[config.mk]
export PLATFORM = sky130hd
export DESIGN_NAME = memory_controller_wait
export DESIGN_NICKNAME = d
export VERILOG_FILES = /design/src/rtl/memory_controller_wait.sv
export SDC_FILE = /design/constraint.sdc
export NUM_CORES = 1
export LEC_CHECK = 0
export CAP_MARGIN = 20
export CORE_UTILIZATION = 40
export CTS_BUF_LIST = sky130_fd_sc_hd__clkbuf_8 sky130_fd_sc_hd__clkbuf_16
export CTS_CLUSTER_SIZE = 40
export DETAILED_ROUTE_END_ITERATION = 8
export PLACE_DENSITY = 0.82
export SETUP_SLACK_MARGIN = 0.4
export SLEW_MARGIN = 10
export SYNTH_ARGS = -nofsm -noshare
export SYNTH_HDL_FRONTEND = slang
export SYNTH_SLANG_ARGS = --single-unit
[constraint.sdc]
create_clock -name Clk -period 2.5 [get_ports Clk]
set_input_delay 0.25 -clock Clk [delete_from_list [all_inputs] [get_ports Clk]]
set_output_delay 0.25 -clock Clk [all_outputs]
set_load 0.01 [all_outputs]
[src/rtl/memory_controller_wait.sv]
// MAR/MDR memory interface with a wait-state read/write handshake toward synchronous SRAM.
// Strobes low for WAIT_STATES cycles, Ready pulses one cycle later; requests outside IDLE are dropped.
module memory_controller_wait #(
  parameter int DATA_W      = 16,
  parameter int ADDR_W      = 16,
  parameter int WAIT_STATES = 2
) (
  input  logic              Clk,
  input  logic              Reset_n,
  input  logic              LD_MAR,
  input  logic              LD_MDR,
  input  logic              MIO_EN,
  input  logic              Mem_Read,
  input  logic              Mem_Write,
  input  logic [DATA_W-1:0] bus,
  input  logic [DATA_W-1:0] Mem_Data_In,
  output logic [ADDR_W-1:0] MAR,
  output logic [DATA_W-1:0] MDR,
  output logic [ADDR_W-1:0] Mem_Addr,
  output logic [DATA_W-1:0] Mem_Data_Out,
  output logic              Mem_CE_n,
  output logic              Mem_OE_n,
  output logic              Mem_WE_n,
  output logic              Ready,
  output logic              Busy
);

  typedef enum logic [1:0] {IDLE, RD, WR, DONE} state_t;

  localparam logic [3:0] WS_M1 = 4'(WAIT_STATES - 1);

  state_t            state_q;
  logic [3:0]        cnt_q;
  logic [ADDR_W-1:0] mar_q, mar_d;
  logic [DATA_W-1:0] mdr_q, mdr_d;
  logic [ADDR_W-1:0] addr_q;
  logic [DATA_W-1:0] dout_q;
  logic              ce_n_q, oe_n_q, we_n_q, ready_q, busy_q;

  // Narrow MAR keeps the low bus bits; a wide MAR zero-extends the bus.
  generate
    if (ADDR_W <= DATA_W) begin : g_mar_trunc
      assign mar_d = bus[ADDR_W-1:0];
    end else begin : g_mar_zext
      assign mar_d = {{(ADDR_W-DATA_W){1'b0}}, bus};
    end
  endgenerate

  assign mdr_d = MIO_EN ? Mem_Data_In : bus;

  always_ff @(posedge Clk) begin
    if (!Reset_n) begin
      state_q <= IDLE;
      cnt_q   <= 4'd0;
      mar_q   <= '0;
      mdr_q   <= '0;
      addr_q  <= '0;
      dout_q  <= '0;
      ce_n_q  <= 1'b1;
      oe_n_q  <= 1'b1;
      we_n_q  <= 1'b1;
      ready_q <= 1'b0;
      busy_q  <= 1'b0;
    end else begin
      if (LD_MAR) mar_q <= mar_d;
      ready_q <= 1'b0;
      case (state_q)
        IDLE: begin
          if (LD_MDR) mdr_q <= mdr_d;
          // Captures use pre-edge MAR/MDR, so same-cycle loads do not leak into the access.
          if (Mem_Read) begin
            addr_q  <= mar_q;
            cnt_q   <= WS_M1;
            state_q <= RD;
            ce_n_q  <= 1'b0;
            oe_n_q  <= 1'b0;
            busy_q  <= 1'b1;
          end else if (Mem_Write) begin
            addr_q  <= mar_q;
            dout_q  <= mdr_q;
            cnt_q   <= WS_M1;
            state_q <= WR;
            ce_n_q  <= 1'b0;
            we_n_q  <= 1'b0;
            busy_q  <= 1'b1;
          end
        end
        RD: begin
          if (cnt_q == 4'd0) begin
            mdr_q   <= Mem_Data_In;
            state_q <= DONE;
            ce_n_q  <= 1'b1;
            oe_n_q  <= 1'b1;
            ready_q <= 1'b1;
          end else begin
            cnt_q <= cnt_q - 4'd1;
          end
        end
        WR: begin
          if (cnt_q == 4'd0) begin
            state_q <= DONE;
            ce_n_q  <= 1'b1;
            we_n_q  <= 1'b1;
            ready_q <= 1'b1;
          end else begin
            cnt_q <= cnt_q - 4'd1;
          end
        end
        DONE: begin
          state_q <= IDLE;
          busy_q  <= 1'b0;
        end
        default: begin
          state_q <= IDLE;
          ce_n_q  <= 1'b1;
          oe_n_q  <= 1'b1;
          we_n_q  <= 1'b1;
          busy_q  <= 1'b0;
        end
      endcase
    end
  end

  assign MAR          = mar_q;
  assign MDR          = mdr_q;
  assign Mem_Addr     = addr_q;
  assign Mem_Data_Out = dout_q;
  assign Mem_CE_n     = ce_n_q;
  assign Mem_OE_n     = oe_n_q;
  assign Mem_WE_n     = we_n_q;
  assign Ready        = ready_q;
  assign Busy         = busy_q;

endmodule

======== After elaboration in Yosys (flattened, before gate mapping) ========
Index checks and enable logic that the tools add are counted.
operators by class
  equality and inequality tests ........... 12
  bitwise operators ....................... 1
  multiply operators ...................... 0
  shift operators ......................... 0
  add/sub/neg operators ................... 1
  $lt $le $gt $ge ......................... 0
  multiplexer cells ....................... 26
  divide/modulo/power cells ............... 0
  reductions and logical operators ........ 18
operators with widths
  cell                                                                      number
  16-bit two-way mux                                                        5
  16-bit one-hot mux with 2 select lines                                    1
  3-bit AND reduction                                                       5
  2-bit inequality test (second input constant)                             7
  4-bit two-way mux                                                         3
  2-bit nonzero test                                                        5
  1-bit two-way mux                                                         8
  1-bit one-hot mux with 2 select lines                                     4
  4-bit one-hot mux with 2 select lines                                     1
  2-bit AND reduction                                                       4
  2-bit two-way mux                                                         3
  2-bit one-hot mux with 3 select lines                                     1
  2-bit == test (second input constant)                                     2
  4-bit logical NOT                                                         1
  4-bit AND reduction                                                       1
  4-bit by 1-bit subtractor with 4-bit output (second input constant)       1
  3-bit inequality test (second input constant)                             1
  2-bit by 1-bit == test with 1-bit output (second input constant)          1
  2-bit logical NOT                                                         1
  2-bit by 1-bit inequality test with 1-bit output (second input constant)  1
  2-bit OR reduction                                                        1
  1-bit NOT                                                                 1
storage, ports and cells
  bits in latches ......................... 0
  input port bits ......................... 39
  memories ................................ 0
  logic and storage cells ................. 69
  output and inout bits ................... 69
  RAM bits ................................ 0
  register bits after elaboration ......... 75
  memory bits (read-only) ................. 0

======== Logic depth before layout (Yosys ltp) ========
Gate-level depths: netlist of run 1.
  depth in word-level cells ............... 4
  gate-level depth with buffers ........... 8
  mapped depth without buffers ............ 5

======== Worst setup path after synthesis of run 1 ========
No wires, ideal clock.
  kind .................................... register to register
  start ................................... register state_q[0]
  end ..................................... register cnt_q[2]
  setup time .............................. 0.074 ns
  stages on the path, launching flop included .. 6
  arrival time ............................ 1.535 ns
  slack ................................... 0.891 ns
  data required time ...................... 2.426 ns
  period minus slack after synthesis ...... 1.609 ns
  path buffers ............................ 0
  cells stage by stage .................... dfxtp_1 inv_1 ha_1 nor3b_1 or4_1 a31oi_1
on the way
  cells in the longest elaborated chain, start to end .. 4
  elaborated cells between the ends (all ways) .. 9
  classes of those cells .................. eq/ne: 4; mux: 1; reduce/logical: 4
ends and longest elaborated chain
  element                                                                       line  RTL
  start: declaration                                                            32    state_t state_q;
  start signal: assignment                                                      53    state_q <= IDLE;
  start signal: assignment                                                      74    state_q <= RD;
  start signal: assignment                                                      82    state_q <= WR;
  2-bit == test or 2-bit by 1-bit == test with 1-bit output (tied branches)     67    case (state_q)
  2-bit OR reduction (no source line)                                           --
  2-bit inequality test (no source line) or 2-bit nonzero test (tied branches)  --
  3-bit AND reduction (no source line)                                          --
  end signal: assignment                                                        96    cnt_q <= cnt_q - 4'd1;
  end signal: assignment                                                        106   cnt_q <= cnt_q - 4'd1;
  end: declaration                                                              33    logic [3:0] cnt_q;
Several ways; a longest one is shown, not always the timed one.
A chain may end at the register's enable or synchronous reset.

======== Final worst setup path of run 1 ========
Ends and elaborated chain as after synthesis.

==> results.md, run 1 <==
* Grt total ovfl at 0
* Post-CTS Resized at 0
* Cell area after synthesis at between 3000 and 4000 um2
* Max-slew violations at 0
* CTS Buf Count at 9
* Starting Density at 0.418
* 1st-iter DRT viols at 110
* Switching pwr at approximately 1.5 mW
* Met1 WL at 4040 um
* DRT Pass-1 Iters at 4
* Max clock buf depth at 2
* Pleak at 1.76 nW
* Switching part of the total power at 0.340
* Combinational Power Share at 0.388
* Worst Tran Pin Value at about 0.8 ns
* Row count at 32
* Port bufs at between 100 and 150
* Met3 wire len at between 500 and 600 um
* FF+latch count, synth at 75
* Die area at ~8600 um2
* Vias/cell at slightly above 5
* Root Driver: clkbuf_8
* Layout Nets at between 500 and 600
* Critical path class: flip-flop to flip-flop
* Commonest non-fill, non-tap cell in the layout: clkdlybuf4s50_1
* Mapped Cells at 380
* CTS clk-pin slew, worst paths at 0.08 ns
* Antenna violation net count after detailed routing at 0
* Final setup vio count at 0
* Crit-path max FO at 14
* Largest net degree at the start of global routing at 45
* Fin crit period at 2.00 ns
* Period utilisation layout at 0.801
* Post-synth EDFFs at 0
* Commonest cells after routing, fill and taps aside: clkdlybuf4s50_1 (107), nand2_1 (84), dfxtp_1 (75), a21oi_1 (36), mux2i_1 (35)
* Pwr Density at approximately 950 nW/um2
* Status: completed
* DRC Markers at 0
* Slowest stage delay, CP at ~0.56 ns
* DPL Wire Length at about 6400 um
* Ys flop type: dfxtp_1
* Yosys warns at 0
* Clock Sinks at between 70 and 80
* CTS tree: yes
* Area Growth Syn to Fin at 41.7%
* Setup TNS at 0 ns
* Final hold vios at 0
* DR WL/cell at roughly 15 um
* RSZ-0062 raised after global routing: no
* Ys async rst share at 0
* Initial antenna violation count at 0
* Clock power share at 0.254
* Syn_nets at ~430
* Fmax at ~500 MHz
* Avg Cell Area, Syn at 8.64 um2
* GRT Overall Usage at 0.209
* MaxCap Viol Count at 0
* IO Pins at around 110
* DR top layer: met4
* GP Congestion at about 0.81
* CP Capture Type: flip-flop
* Clock Skew at ~0.012 ns
* Total number of vias at approximately 3,000
* Final Non-Filler Cells at 583
* Internal Pwr Total at ~2.9 mW
* Share of the yosys chip area belonging to registers at 0.457
* R2R Path Start: state_q[0]$_SDFFE_PN0P_
* WP data required at between 2 and 3 ns
* H-tree depth reported by CTS at 3
* First-pass GRT wire length at roughly 14,000 um
* Die boundary height at between 90 and 100 um
* HP Start: Mem_Data_Out[5]$_SDFFE_PN0P_
* CTS Hold Bufs at 0
* Worst-Skew Late Latency at around 0.33 ns
* Worst VDD drop at approximately 0.45 mV
* Critical path, cell by cell: inv_1 > ha_1 > nor2_1 > or4_1 > a31oi_1
* Hold WC Path Type: flip-flop to flip-flop
* Met2 wire len at between 3000 and 4000 um
* Final wirelength at 8790 um
* Slew margin rel. at 0.458
* Netlist cell types at 35
* Crit path arrival time at 2.26 ns
* Layout cells sized above 1 at 0.0520
* Vias in the first global route at between 2,000 and 3,000
* CP startpoint: state_q[0]$_SDFFE_PN0P_
* Max stage delay cell, worst path: ha_1
* Die X at 92.6 um
* Antenna cell count at 0
* Sequential power share at 0.358
* Filler instances at slightly above 700
* Cells after DPL at around 570
* Core area at just under 8000 um2
* Startpoint class of the critical path: flip-flop
* Post-CTS setup buffer count at 0
[metal layers]
metal / vias up / track usage
met2: 97 / 0.322
met1: 1406 / 0.283
met3: 15 / 0.0402
li1: 1479 / -
met4: 0 / 0.0911
met5: - / 0
[kinds of logic after synthesis]
| family | after synthesis | share of synthesized area |
|---|---|---|
| AO/OA/AOI/OAI | 86 | 0.149 |
| flip-flops | 75 | 0.457 |
| adder cells (fa/ha/maj) | 8 | 0.0305 |
| AND/OR/NAND/NOR | 140 | 0.204 |
| multiplexers | 36 | 0.110 |
| buffers and inverters | 35 | 0.0492 |
[path summary, 6_finish.rpt]
check,end,slack [ns],cells after the start
worst max-delay path,cnt_q[2]$_SDFFE_PN0P_,0.50,5
worst min register to register,Mem_Data_Out[5]$_SDFFE_PN0P_,0.46,2
worst min-delay path,Mem_Data_Out[5]$_SDFFE_PN0P_,0.46,2
worst max register to register,cnt_q[2]$_SDFFE_PN0P_,0.50,5
[sequential cells by signal, indices dropped and copies added (netlist names)]
signal	cells
cnt_q	4
MAR	16
MDR	16
Mem_WE_n	1
Mem_Data_Out	16
Mem_Addr	16
state_q	2
Ready	1
Busy	1
Mem_OE_n	1
Mem_CE_n	1
[cells in the mapped netlist (2+ instances only)]
library cell	count	area share
nor3b_1	18	0.041
o21ai_0	23	0.035
and3b_1	2	0.0053
o211ai_1	3	0.0069
nor2_1	17	0.019
nand2_1	84	0.096
dfxtp_1	75	0.46
nand3b_1	3	0.0069
nand4b_1	3	0.0080
inv_1	5	0.0057
a21o_1	2	0.0046
ha_1	8	0.030
buf_2	4	0.0061
mux2i_1	35	0.11
a31oi_1	4	0.0076
clkbuf_1	21	0.024
nand2b_1	2	0.0038
a21oi_1	36	0.055
nand3_1	2	0.0030
nor3_1	2	0.0030
o21a_1	17	0.039
[power groups by stage]
stage	Clock [mW]	Combinational [mW]	Sequential, mW
4_1_cts	1.13	1.72	1.58
6_report	1.12	1.71	1.58
3_5_place_dp	0	1.71	1.60
5_1_grt	1.19	1.86	1.61
2_1_floorplan	0	1.02	1.65
3_3_place_gp	0	1.67	1.59
[critical path: cells and delay by family, from the launching register on]
family                     cells  cell delay [ns]
adders and majority gates      1             0.56
buffers and inverters          1             0.11
AOI/OAI and AO/OA              1             0.18
and+or+nand+nor                2             0.69
DFF                            1             0.41
[per-stage QoR]
stage | instance area (um2) | power [mW] | setup WS, ns | util | hold slack, ns
6_report | 4650 | 4.41 | 0.498 | 0.593 | 0.457
5_1_grt | 4650 | 4.66 | 0.400 | 0.593 | 0.473
4_1_cts | 4650 | 4.43 | 0.465 | 0.593 | 0.456
3_5_place_dp | 4410 | 3.31 | 0.458 | 0.562 | 0.446
3_3_place_gp | 4410 | 3.26 | 0.495 | 0.562 | 0.442
2_1_floorplan | 3280 | 2.67 | 0.891 | - | 0.397
[layout make-up]
cell class | count | area [um2] | share of cell area
multi-input cells | 270 | 1620 | 0.349
flip-flops and latches | 75 | 1500 | 0.323
repair buffers | 114 | 1140 | 0.244
clock buffers | 10 | 138 | 0.0296
well taps | 102 | 128 | 0.0274
clock inverters | 6 | 105 | 0.0226
inverters | 6 | 22.5 | 0.00484
No activity file was read; power rests on OpenSTA's default activity.
==> run 2: changes to the inputs <==
==> constraint.sdc (replaced) <==
create_clock -name Clk -period 2 [get_ports Clk]
set_input_delay 0.2 -clock Clk [delete_from_list [all_inputs] [get_ports Clk]]
set_output_delay 0.2 -clock Clk [all_outputs]
set_load 0.01 [all_outputs]
==> run 2 against run 1 <==
Against the previous run:
- global-route usage rose by 0.97 points
- largest cell class unchanged
- non-clock buffer count up 8
- clock power hardly changed
- sequential cell count did not move
- critical path depth unchanged
- setup slack got worse by 0.071 ns
- critical endpoint is now state_q[0]$_SDFFE_PN0P_
- clock skew is 0.0019 ns lower
- wire length grew 6.1%
==> results.md, run 2 (same netlist as run 1, synthesis figures left out) <==
* DRT Pass-1 Iters at 4 (unchanged)
* Slowest stage delay, CP at 0.42 ns (was 0.56 ns)
* Sequential power share at 0.358 (about the same)
* H-tree depth reported by CTS at 3 (unchanged)
* Crit-path max FO at 5 (was 14)
* Total number of vias at 3,087 (was 2,997)
* Final wirelength at 9330 um (was 8790 um)
* Startpoint class of the critical path: flip-flop (unchanged)
* Antenna cell count at 0 (unchanged)
* DPL Wire Length at 6700 um (was 6370 um)
* Root Driver: clkbuf_8 (unchanged)
* WP data required at 2.25 ns (was 2.76 ns)
* Commonest non-fill, non-tap cell in the layout: clkdlybuf4s50_1 (unchanged)
* Port bufs at 107 (unchanged)
* Hold Slack at 0.459 ns (was 0.457 ns)
* Layout Nets at 532 (was 523)
* Largest net degree at the start of global routing at 34 (was 45)
* R2R Path Start: cnt_q[0]$_SDFFE_PN0P_ (was state_q[0]$_SDFFE_PN0P_)
* CTS tree: yes (unchanged)
* Setup TNS at 0 ns (unchanged)
* Fin crit period at 1.57 ns (was 2.00 ns)
* Layout cells sized above 1 at 0.106 (was 0.0520)
* Final setup vio count at 0 (unchanged)
* Initial antenna violation count at 0 (unchanged)
* Slew margin rel. at 0.671 (was 0.458)
* CP Capture Type: flip-flop (unchanged)
* Final hold vios at 0 (unchanged)
* Pwr Density at 1180 nW/um2 (was 947 nW/um2)
* Starting Density at 0.418 (unchanged)
* Antenna violation net count after detailed routing at 0 (unchanged)
* Critical path, cell by cell: inv_2 > ha_4 > or3b_4 > a21oi_2 > mux2i_1 (was inv_1 > ha_1 > nor2_1 > or4_1 > a31oi_1)
* Grt total ovfl at 0 (unchanged)
* Switching part of the total power at 0.358 (was 0.340)
* CTS clk-pin slew, worst paths at 0.08 ns (about the same)
* Die area at 8570 um2 (unchanged)
* GRT Overall Usage at 0.218 (was 0.209)
* Die boundary height at 92.6 um (unchanged)
* Worst r2r dst: state_q[0]$_SDFFE_PN0P_ (was cnt_q[2]$_SDFFE_PN0P_)
* Crit path arrival time at 1.82 ns (was 2.26 ns)
* Vias in the first global route at 2,893 (was 2,782)
* Worst VDD drop at 0.612 mV (was 0.450 mV)
* Commonest cells after routing, fill and taps aside: clkdlybuf4s50_1 (107), nand2_1 (84), dfxtp_1 (71), a21oi_1 (35), mux2i_1 (34) (was clkdlybuf4s50_1 (107), nand2_1 (84), dfxtp_1 (75), a21oi_1 (36), mux2i_1 (35))
* CTS Hold Bufs at 0 (unchanged)
* CTS Buf Count at 9 (unchanged)
* Fmax at 636 MHz (was 500 MHz)
* Clock Sinks at 75 (unchanged)
* RSZ-0062 raised after global routing: yes (was no)
* Flop-to-flop setup slack at 0.43 ns (was 0.50 ns)
* Worst Tran Pin Value at 0.492 ns (was 0.811 ns)
* Row count at 32 (unchanged)
* DRC Markers at 0 (unchanged)
* GP Congestion at 0.798 (was 0.808)
* HP Start: Mem_Addr[12]$_SDFFE_PN0P_ (was Mem_Data_Out[5]$_SDFFE_PN0P_)
* WHS Path Cells at 2 (unchanged)
* Core area at 7850 um2 (unchanged)
* Switching pwr at 2.01 mW (was 1.50 mW)
* Hold EP: Mem_Addr[12]$_SDFFE_PN0P_ (was Mem_Data_Out[5]$_SDFFE_PN0P_)
* Hold WC Path Type: flip-flop to flip-flop (unchanged)
* Period utilisation layout at 0.786 (was 0.801)
* 1st-iter DRT viols at 145 (was 110)
* Dpl cell area at 4470 um2 (was 4410 um2)
* Max clock buf depth at 2 (unchanged)
* Area Growth Syn to Fin at 44.9% (was 41.7%)
* First-pass GRT wire length at 14,600 um (was 14,000 um)
* MaxCap Viol Count at 0 (unchanged)
* Pleak at 1.80 nW (was 1.76 nW)
* Vias/cell at 5.22 (was 5.14)
* Max-slew violations at 0 (unchanged)
* CP startpoint: cnt_q[0]$_SDFFE_PN0P_ (was state_q[0]$_SDFFE_PN0P_)
* Combinational Power Share at 0.437 (was 0.388)
* DR WL/cell at 15.8 um (was 15.1 um)
* CP bufs+invs at 1 (unchanged)
* Worst-Skew Late Latency at 0.34 ns (was 0.33 ns)
* FF-to-FF path depth at 5 (unchanged)
* Delay-heaviest family, CP: simple AND/OR/NAND/NOR gates (unchanged)
* Critical path class: flip-flop to flip-flop (unchanged)
* Internal Pwr Total at 3.59 mW (was 2.91 mW)
* IO Pins at 108 (unchanged)
* Clock Skew at 0.00978 ns (was 0.0116 ns)
* Die X at 92.6 um (unchanged)
* Max stage delay cell, worst path: or3b_4 (was ha_1)
* Clock power share at 0.205 (was 0.254)
* Design area at 4760 um2 (was 4650 um2)
* Status: completed (unchanged)
-- run 2: cell types whose count changed in the layout (fill, tap and decap cells not counted), moves of 3 or more --
cell | previous run | this run
buf_4 | 6 | 13
inv_1 | 7 | 1
o21ai_0 | 23 | 18
o21ai_1 | 1 | 6
dfxtp_1 | 75 | 71
dfxtp_2 | 0 | 4
ha_1 | 8 | 4
inv_2 | 0 | 4
clkinv_2 | 0 | 3
nor3b_1 | 18 | 15
-- run 2: routing by layer --
layer | up-vias | track usage | share of wire
li1 | 1510 | - | -
met2 | 97 | 0.362 | 0.49
met4 | 0 | 0.0990 | 0.019
met1 | 1464 | 0.273 | 0.43
met3 | 16 | 0.0427 | 0.056
met5 | - | 0 | 0
-- run 2: power by group through the flow --
stage | logic (mW) | registers [mW] | clock network [mW]
floorplan | 1.28 | 2.07 | 0
global placement | 2.14 | 2.00 | 0
detailed placement | 2.21 | 2.01 | 0
CTS | 2.31 | 1.99 | 1.17
global route | 2.65 | 2.04 | 1.24
finish | 2.44 | 2.00 | 1.15
-- run 2: final cells by class --
class	count	area (um2)
clock buffers	10	138
clock inverters	5	53.8
fillers	727	3090
inverters	6	22.5
multi-input cells	271	1700
flip-flops and latches	75	1510
well taps	102	128
repair buffers	122	1210
-- run 2: what timing repair did --
item / in CTS / in global routing
cloned: 0 / 1
setup buffers: 0 / 2
resized for setup: 14 / 12
pin swaps: 1 / 2
hold endpoints to repair: 0 / 0
setup endpoints to repair: 26 / 22
-- run 2: per-stage QoR --
| step | setup slack [ns] | util | power, mW | std cells |
|---|---|---|---|---|
| 2_1_floorplan | 0.399 | - | 3.34 | 380 |
| 3_3_place_gp | 0.187 | 0.570 | 4.14 | 573 |
| 3_5_place_dp | 0.0412 | 0.570 | 4.23 | 573 |
| 4_1_cts | 0.410 | 0.599 | 5.48 | 588 |
| 5_1_grt | 0.364 | 0.606 | 5.93 | 591 |
| 6_report | 0.428 | 0.606 | 5.60 | 591 |
-- run 2: how the worst max path moves through the flow --
stage,end,cells past startpoint
after floorplan,cnt_q[2]$_SDFFE_PN0P_,5
after global placement,MDR[2]$_SDFFE_PN0P_,5
after detailed placement,MDR[6]$_SDFFE_PN0P_,5
after CTS,cnt_q[2]$_SDFFE_PN0P_,5
after global routing,cnt_q[2]$_SDFFE_PN0P_,5
final,state_q[0]$_SDFFE_PN0P_,5
-- run 2: worst register-to-register path: cells and delay by family (launching register included) --
| kind | cells | cell delay [ns] |
|---|---|---|
| mux | 1 | 0.24 |
| buf+inv | 1 | 0.10 |
| compound gates | 1 | 0.25 |
| simple gates | 1 | 0.42 |
| flops | 1 | 0.34 |
| fa+ha+maj | 1 | 0.14 |
